`src/rtl/counter_ud_n.sv`:
```
// Synchronous up/down counter with configurable modulus, wrap or saturate at the terminals,
// parallel load and a sticky overflow flag. Its terminal-count outputs allow stages to be chained.
module counter_ud_n #(
    parameter int unsigned WIDTH    = 4,
    parameter int unsigned MAX      = 2**WIDTH - 1,
    parameter bit          SATURATE = 1'b0
) (
    input  logic             clk,
    input  logic             clr,
    input  logic             npl,
    input  logic [WIDTH-1:0] p,
    input  logic             nce,
    input  logic             up,
    output logic [WIDTH-1:0] q,
    output logic             ntcu,
    output logic             ntcd,
    output logic             ovf
);

    localparam logic [WIDTH-1:0] MaxVal = WIDTH'(MAX);

    logic [WIDTH-1:0] q_q, q_d;
    logic             ovf_q, ovf_d;
    logic             at_top, at_bot;

    // Values loaded above MaxVal also count as "at top", so counting up from them wraps.
    assign at_top = (q_q >= MaxVal);
    assign at_bot = (q_q == '0);

    always_comb begin
        q_d   = q_q;
        ovf_d = ovf_q;
        if (!npl) begin
            q_d   = p;
            ovf_d = 1'b0;
        end else if (!nce) begin
            if (up) begin
                if (!at_top) begin
                    q_d = q_q + 1'b1;
                end else begin
                    ovf_d = 1'b1;
                    if (!SATURATE) q_d = '0;
                end
            end else begin
                if (!at_bot) begin
                    q_d = q_q - 1'b1;
                end else begin
                    ovf_d = 1'b1;
                    if (!SATURATE) q_d = MaxVal;
                end
            end
        end
    end

    always_ff @(posedge clk or posedge clr) begin
        if (clr) begin
            q_q   <= '0;
            ovf_q <= 1'b0;
        end else begin
            q_q   <= q_d;
            ovf_q <= ovf_d;
        end
    end

    // While clr is high q_q is 0 and MaxVal >= 1, so ntcu is 1 and ntcd follows nce/up/npl.
    assign ntcu = !(at_top && up && !nce && npl);
    assign ntcd = !(at_bot && !up && !nce && npl);
    assign q    = q_q;
    assign ovf  = ovf_q;

endmodule

```
`config.mk`:
```
export PLATFORM = sky130hd
export DESIGN_NAME = counter_ud_n
export DESIGN_NICKNAME = d
export VERILOG_FILES = /design/src/rtl/counter_ud_n.sv
export SDC_FILE = /design/constraint.sdc
export NUM_CORES = 1
export LEC_CHECK = 0
export ABC_AREA = 1
export CAP_MARGIN = 20
export CORE_AREA = 2 2 39 41
export CTS_CLUSTER_DIAMETER = 100
export CTS_CLUSTER_SIZE = 16
export DETAILED_ROUTE_END_ITERATION = 6
export DIE_AREA = 0 0 41 43
export PLACE_DENSITY = 0.67
export RECOVER_POWER = 50
export SYNTH_ARGS = -nofsm -noshare
export SYNTH_HDL_FRONTEND = slang
export SYNTH_SLANG_ARGS = --single-unit
export TNS_END_PERCENT = 20
```
`constraint.sdc`:
```
create_clock -name clk -period 1.4 [get_ports clk]
set_input_delay 0.14 -clock clk [delete_from_list [all_inputs] [get_ports clk]]
set_output_delay 0.14 -clock clk [all_outputs]
set_load 0.02 [all_outputs]
```
# Word-level counts from Yosys, hierarchy flattened
# Index checks and enable logic that the tools add are counted.
# word_totals
ff_bits	5
latchBits	0
ram_bits	0
mem_bits_ro	0
inputBits	9
wordCells	30
memories	0
# op_classes
addsub	2
multipliers	0
div_mod_pow	0
order_cmp	1
eq_ne	3
n_shift	0
muxes	10
bitwise	0
reduce_logical	12
# op_table
cell	n
4-bit 2-to-1 mux	5
1-bit logical AND	6
1-bit 2-to-1 mux	5
4-bit by 1-bit adder with 4-bit output, second input constant	1
4-bit >= comparator, second input constant	1
1-bit logical NOT	4
4-bit logical NOT	1
4-bit by 1-bit subtractor with 4-bit output, second input constant	1
3-bit by 1-bit != test with 1-bit output, second input constant	1
3-bit by 2-bit != test with 1-bit output, second input constant	1
3-bit AND reduction	1
2-bit != test, second input constant	1

# Longest topological paths before layout
# Gate-level depths: netlist of run 1.
# logic_depth
depth_word	5
mapped_depth	8

# Worst setup path before layout of run 1
# Ideal clock, no wire load.
# synth_timing
path_type	flip-flop to flip-flop
start	reg q_q[0], in the netlist q[0]
end	reg ovf_q, in the netlist ovf
setup_ns	0.136
t_arrival_ns	1.225
required_time_ns	1.264
path_slack_ns	0.038
path_stages_with_launch	7
period_less_slack_ns	1.362
cell_sequence	dfrtp_1 inv_1 ha_1 nand3_2 inv_2 nand2_1 nand3_1
# synth_between
elab_chain_cells	3
elab_cells_between_ends	5
# synth_rtl
element	line_no	rtl
start: declaration	22	logic [WIDTH-1:0] q_q, q_d;
start signal: assignment	60	q_q <= q_d;
4-bit >= comparator or 4-bit logical NOT (tied branches)	27, 28	
3-bit by 2-bit != test with 1-bit output (no source line) or 3-bit by 1-bit != test with 1-bit output (tied branches)	n/a	
3-bit AND reduction (no source line) *	n/a	
end signal: assignment	61	ovf_q <= ovf_d;
end: declaration	23	logic ovf_q, ovf_d;
# Every way passes the cells marked *; elsewhere a longest branch is shown, timed or not.
# A chain may end at the register's enable or synchronous reset.

# Worst setup path after layout of run 1
# layout_timing
start	reg q_q[1], in the netlist q[1]
end	out ntcu
# layout_between
elab_chain_cells	5
# layout_rtl
element	line_no	rtl
4-bit >= comparator	27	assign at_top = (q_q >= MaxVal);
1-bit logical AND (3 in series)	66	assign ntcu = !(at_top && up && !nce && npl);
1-bit logical NOT	66	
end: declaration	15	output logic ntcu,
# Every way passes these cells.

==> results.cfg, run 1 <==
[status]
status = finished, violations left
violations = negative setup slack

[worst_setup_path]
timing.critical_path.arrival_ps = 1270
worstRegToRegCells = 7
timing.rr.end = ovf
worst_setup_path_endpoint = ntcu
worstSetupPathType = reg2out
critPathLaunch = q[1]
worstPathMaxFanout = 3
timing.critical_path.slowest_cell_delay_ps = 420
cp-start-kind = flip-flop
cpLargestDelayFamily = flip-flops
end_kind = output pin
slowest_stage = dfrtp_1
path_depth = 5
worstPathRequired_ps = 1260
rrSetupSlack_ps = 130
cp_cell_sequence = ha_4, nand3_4, nor2_4, nand2_2, buf_6
r2r-start = q[1]
cp_num_buf_inv = 1

[synthesis]
fraction_of_the_mapped_netlist_area_in_compound_gates_pct = 10.6
synth.distinct_cells = 16
synth_area_per_cell_um2 = 6.90
synth_area_um2 = 414
synth-seq-cells = 5
synth_nets = 71
synth-seq-area-share_pct = 30.2
synth-adder-area-share_pct = 6.04
post_synth_and_or_nand_nor_area_fraction_pct = 38.1
yosys.area_share.xor_xnor_pct = 4.23
combinational_family_with_the_most_area_after_synthesis = simple AND/OR/NAND/NOR gates
muxShareOfSynthArea_pct = 0
cells_after_synth = 60
synthesis.yosys.warnings = 0

[floorplan]
core_region_area_um2 = 1380
dieHeight_um = 43
start_util_pct = 29.9
number_of_top_level_design_ports = 16
die-area_um2 = 1760
floorplan.die.width_um = 41
row_count = 14

[cells_and_area]
post_route_cells_drive_above_1_share_pct = 37.0
fillerInstances = 138
synthToLayoutAreaGrowth_pct = 80.7
finish.cell_count_without_fillers = 108
final_common_cell = nand2_1
post-route-cell-area_um2 = 748
finalNetCount = 104
finalCoreUtilization_pct = 54.1
num_antenna_cells = 0
commonest_non_fill_non_tap_cells_in_the_layout = 15 x nand2_1, 13 x buf_4, 8 x clkdlybuf4s50_1, 6 x inv_2, 6 x inv_1

[sta]
hold_violations = 0
timing.clock.skew_ps = 0.338
post-route-min-period_ps = 1410
rsz0062_at_grt = yes
timing_worst_slew_pin_value_ps = 213
max_slew_margin_pct = 85.7
setup_violations = 1
post-route-period-util_pct = 101
layout_setup_ws_ps = -10.6
timing_max_transition_violations_final = 0
fmax_ghz = 0.709

[clocking]
clock_tree.htree_level_count = 1
clk_pin_slew_worst_paths_ps = 50
tritoncts = yes
postCtsHoldBufs = 0
clock_sinks = 5
clk_path_buf_depth = 2
clkLatencyLatePin_ps = 240
cts_inserted_buffers = 3
ctsRootBufferMaster = clkbuf_4

[pwr]
irDropWorstVdd_mv = 0.453
pwr_density_cell_nw_per_um2 = 840
power_leakage_uw = 0.000374

[placed_design]
placement.setup.worst_slack_ps = -221
dpl.cell_count = 103
port-buffer-count = 15
cell_area_reported_after_detailed_placement_um2 = 674
dp_hpwl_um = 839
final_weighted_congestion_in_routability_driven_placement = 0.770

[global_route]
antenna_found_initial = 0
grt_overflow_total = 0
number_of_global_route_vias_before_repair = 443
wire_length_of_the_first_global_routing_pass_mm = 1.69
track_usage_pct = 14.0
largest_net_degree_at_the_start_of_global_routing = 6

[drt]
remaining_drc_errors = 0
drt-wirelength-per-cell_um = 9.94
count_of_routing_violations_after_the_opening_detailed_route_iteration = 10
final_routed_wirelength_across_all_metal_layers_mm = 1.07
drt-vias-per-instance = 4.32
first_pass_iters = 4
ant_nets = 0
vias = 467

[flow_run]
timing.max_cap.violations = 0

[hold_path]
holdCritPathClass = in2async
-- worst min path at each step --
stage / end / slack, ps
final: q[3] / 240
after detailed placement: q[3] / 370
after global placement: q[3] / 360
after global routing: ovf / 260
after CTS: q[3] / 110
after floorplan: ovf / -80
-- synthesized netlist by cell type --
library cell  count  area share (%)
xor2_1            2             4.2
nor2_4            1             2.7
o211ai_2          1             3.0
nand2_1          17              15
o21ai_1           3             3.6
inv_1             8             7.3
nand4_1           1             1.5
nor2_2            2             3.0
o221ai_1          1             2.1
ha_1              2             6.0
nand3_2           2             4.8
dfrtp_1           5              30
o21bai_1          1             1.8
nand3_1           5             6.0
inv_2             4             3.6
nor2_1            5             4.5
-- cell families (layout without fill, tap and decap cells) --
kind of cell | count (synthesis) | in the layout
compound gates | 6 | 6
xor+xnor | 2 | 2
fa+ha+maj | 2 | 2
buf+inv | 12 | 44
flops | 5 | 5
simple gates | 33 | 33
-- power by group --
part	internal (µW)	leakage, µW	total, µW	switching (µW)
sequential	162	0.0000619	187	24.9
clock	108	0.0000150	172	64.0
combinational	134	0.000298	269	135
-- through the flow --
step / power (µW) / setup TNS (ps) / hold slack (ps)
finish: 628 / -10.6 / 243
global route: 683 / -110 / 265
CTS: 613 / -149 / 107
detailed placement: 445 / -412 / 373
global placement: 439 / -396 / 361
floorplan: 312 / 0 / -81.5
-- final cells by class --
type | count | area, µm² | area share, %
clock buffers | 4 | 26.3 | 3.51
flip-flops and latches | 5 | 125 | 16.7
inverters | 12 | 45.0 | 6.02
multi-input cells | 43 | 287 | 38.3
well taps | 16 | 20.0 | 2.68
repair buffers | 28 | 245 | 32.8
-- state kept, by name, indices dropped and copies added (netlist names) --
register	cells
q	4
ovf	1
-- metal layers --
metal  up-vias  wire length, µm  GRT usage (%)  share of wire, %
met5         -                0              0                 0
met4         0                6           10.0              0.56
met3         2               39           1.57               3.6
met2        11              516           19.4                48
met1       203              509           19.2                47
li1        251                -              -                 -
-- timing repair --
item                                    CTS  global route
endpoints found under the setup margin    6             2
gates resized for setup                  12            14
pin swaps                                 0             4
setup buffers                             0             1
Note: power is estimated with default switching activity, not from simulation.
==> inputs of run 2 (changes only) <==
REMOVE_ABC_BUFFERS = 1   (was unset)
==> results of run 2 <==
Final layout, timing and power as in run 1 (identical DEF).
==> inputs of run 3 (changes only) <==
CTS_BUF_LIST = sky130_fd_sc_hd__clkbuf_4   (was unset)
SKIP_LAST_GASP = 1   (was unset)
SLEW_MARGIN = 20   (was unset)
==> run 3 against run 2 <==
The run still ends with negative setup slack left. Sequential power down 4%. Cell count fell by 0.93%. Core utilization down 2.9 points. Combinational power fell by 4%. Register-to-register slack about the same. Non-clock buffer count fell by 1. Total power down 0.61%. Clock power increased by 9.9%. Via count is 3.0% lower. Global-route usage stayed put. Die area did not move. Critical path type unchanged. Largest cell class unchanged.
==> results.cfg, run 3 (synthesis gave the netlist of run 1 again) <==
[clocking]
clkLatencyLatePin_ps = 240
tritoncts = yes
clock_sinks = 5
postCtsHoldBufs = 0
post_cts.repair.setup_buffers = 0
quantity_of_gates_resized_following_cts = 7
ctsRootBufferMaster = clkbuf_4
cts_inserted_buffers = 3
clock_tree.htree_level_count = 1
clk_pin_slew_worst_paths_ps = 40
clk_path_buf_depth = 2

[global_route]
grt_overflow_total = 0
largest_net_degree_at_the_start_of_global_routing = 6
wire_length_of_the_first_global_routing_pass_mm = 1.69
track_usage_pct = 14.0
antenna_found_initial = 0
number_of_global_route_vias_before_repair = 441

[drt]
final_routed_wirelength_across_all_metal_layers_mm = 1.01
first_pass_iters = 4
count_of_routing_violations_after_the_opening_detailed_route_iteration = 5
vias = 453
remaining_drc_errors = 0
ant_nets = 0
drt-wirelength-per-cell_um = 9.44
drt-vias-per-instance = 4.23

[sta]
setup_violations = 4
hold_violations = 0
post-route-min-period_ps = 1520
post-route-period-util_pct = 109
max_slew_margin_pct = 85.1
layout_setup_ws_ps = -121
fmax_ghz = 0.658
rsz0062_at_grt = yes
timing.clock.skew_ps = 2.30
finalSetupTns_ps = -377
timing_worst_slew_pin_value_ps = 224
timing_max_transition_violations_final = 0

[worst_setup_path]
worstPathRequired_ps = 1260
worstPathMaxFanout = 3
rrSetupSlack_ps = 130
cp-start-kind = flip-flop
end_kind = output pin
worstRegToRegCells = 7
r2r-start = q[0]
worstSetupPathType = reg2out
worst_setup_path_endpoint = ntcd
timing.critical_path.arrival_ps = 1380
timing.rr.end = q[0]
critPathLaunch = q[0]

[floorplan]
row_count = 14
number_of_top_level_design_ports = 16
dieHeight_um = 43
core_region_area_um2 = 1380
start_util_pct = 29.9
die-area_um2 = 1760
floorplan.die.width_um = 41

[cells_and_area]
finish.cell_count_without_fillers = 107
final_common_cell = nand2_1
num_antenna_cells = 0
commonest_non_fill_non_tap_cells_in_the_layout = 17 x nand2_1, 12 x buf_4, 10 x clkdlybuf4s50_1, 8 x inv_1
synthToLayoutAreaGrowth_pct = 71.0
post_route_cells_drive_above_1_share_pct = 30.8
flip_flop_count_of_the_largest_register_all_copies_and_words_added = 4
finalNetCount = 103

[pwr]
irDropWorstVdd_mv = 0.430
power.total_uw = 625
pwr_density_cell_nw_per_um2 = 882
power_leakage_uw = 0.000378

[placed_design]
dpl.cell_count = 103
dp_hpwl_um = 839
final_weighted_congestion_in_routability_driven_placement = 0.770
port-buffer-count = 15

[status]
status = finished, violations left
violations = negative setup slack

[flow_run]
timing.max_cap.violations = 0

[hold_path]
holdCritPathClass = in2async
## run 3: routing by layer
| layer | track usage [%] | vias up | share of wire, % |
|---|---|---|---|
| met5 | 0 | - | 0 |
| met4 | 10.0 | 0 | 0.59 |
| met2 | 19.7 | 13 | 46 |
| li1 | - | 249 | - |
| met1 | 18.6 | 189 | 47 |
| met3 | 2.09 | 2 | 5.8 |
## run 3: worst min path at each step
stage / startpoint / endpoint / cells past startpoint
floorplan: clr / ovf / 1
global placement: clr / q[3] / 2
detailed placement: clr / q[3] / 2
CTS: clr / q[1] / 2
global route: clr / q[1] / 2
finish: clr / q[1] / 2
## run 3: per-stage QoR
| stage | area (µm²) | setup slack [ps] | hold slack [ps] | utilization, % |
|---|---|---|---|---|
| floorplan | 414 | 38.5 | -81.5 | - |
| global placement | 674 | -210 | 361 | 48.7 |
| finish | 708 | -121 | 243 | 51.2 |
| detailed placement | 674 | -221 | 373 | 48.7 |
| CTS | 706 | -125 | 108 | 51.0 |
| global route | 708 | -203 | 267 | 51.2 |
## run 3: worst max-delay path, stage by stage (launching register included)
cell and delay (ps):
dfrtp_1 400, inv_1 90, ha_1 180, nand3_2 80, inv_2 60, nand2_1 60
clkdlybuf4s15_2 260
## run 3: power breakdown
group | leakage, µW | internal [µW] | switching (µW)
Clock | 0.0000184 | 127 | 61.3
Combinational | 0.000297 | 130 | 127
Sequential | 0.0000619 | 163 | 16.3
## run 3: area by class of cell
type / count / area (µm²)
Fill cell: 144 / 676
Clock buffer: 4 / 30.0
Timing Repair Buffer: 27 / 244
Sequential cell: 5 / 125
Multi-Input combinational cell: 43 / 244
Inverter: 12 / 45.0
Tap cell: 16 / 20.0
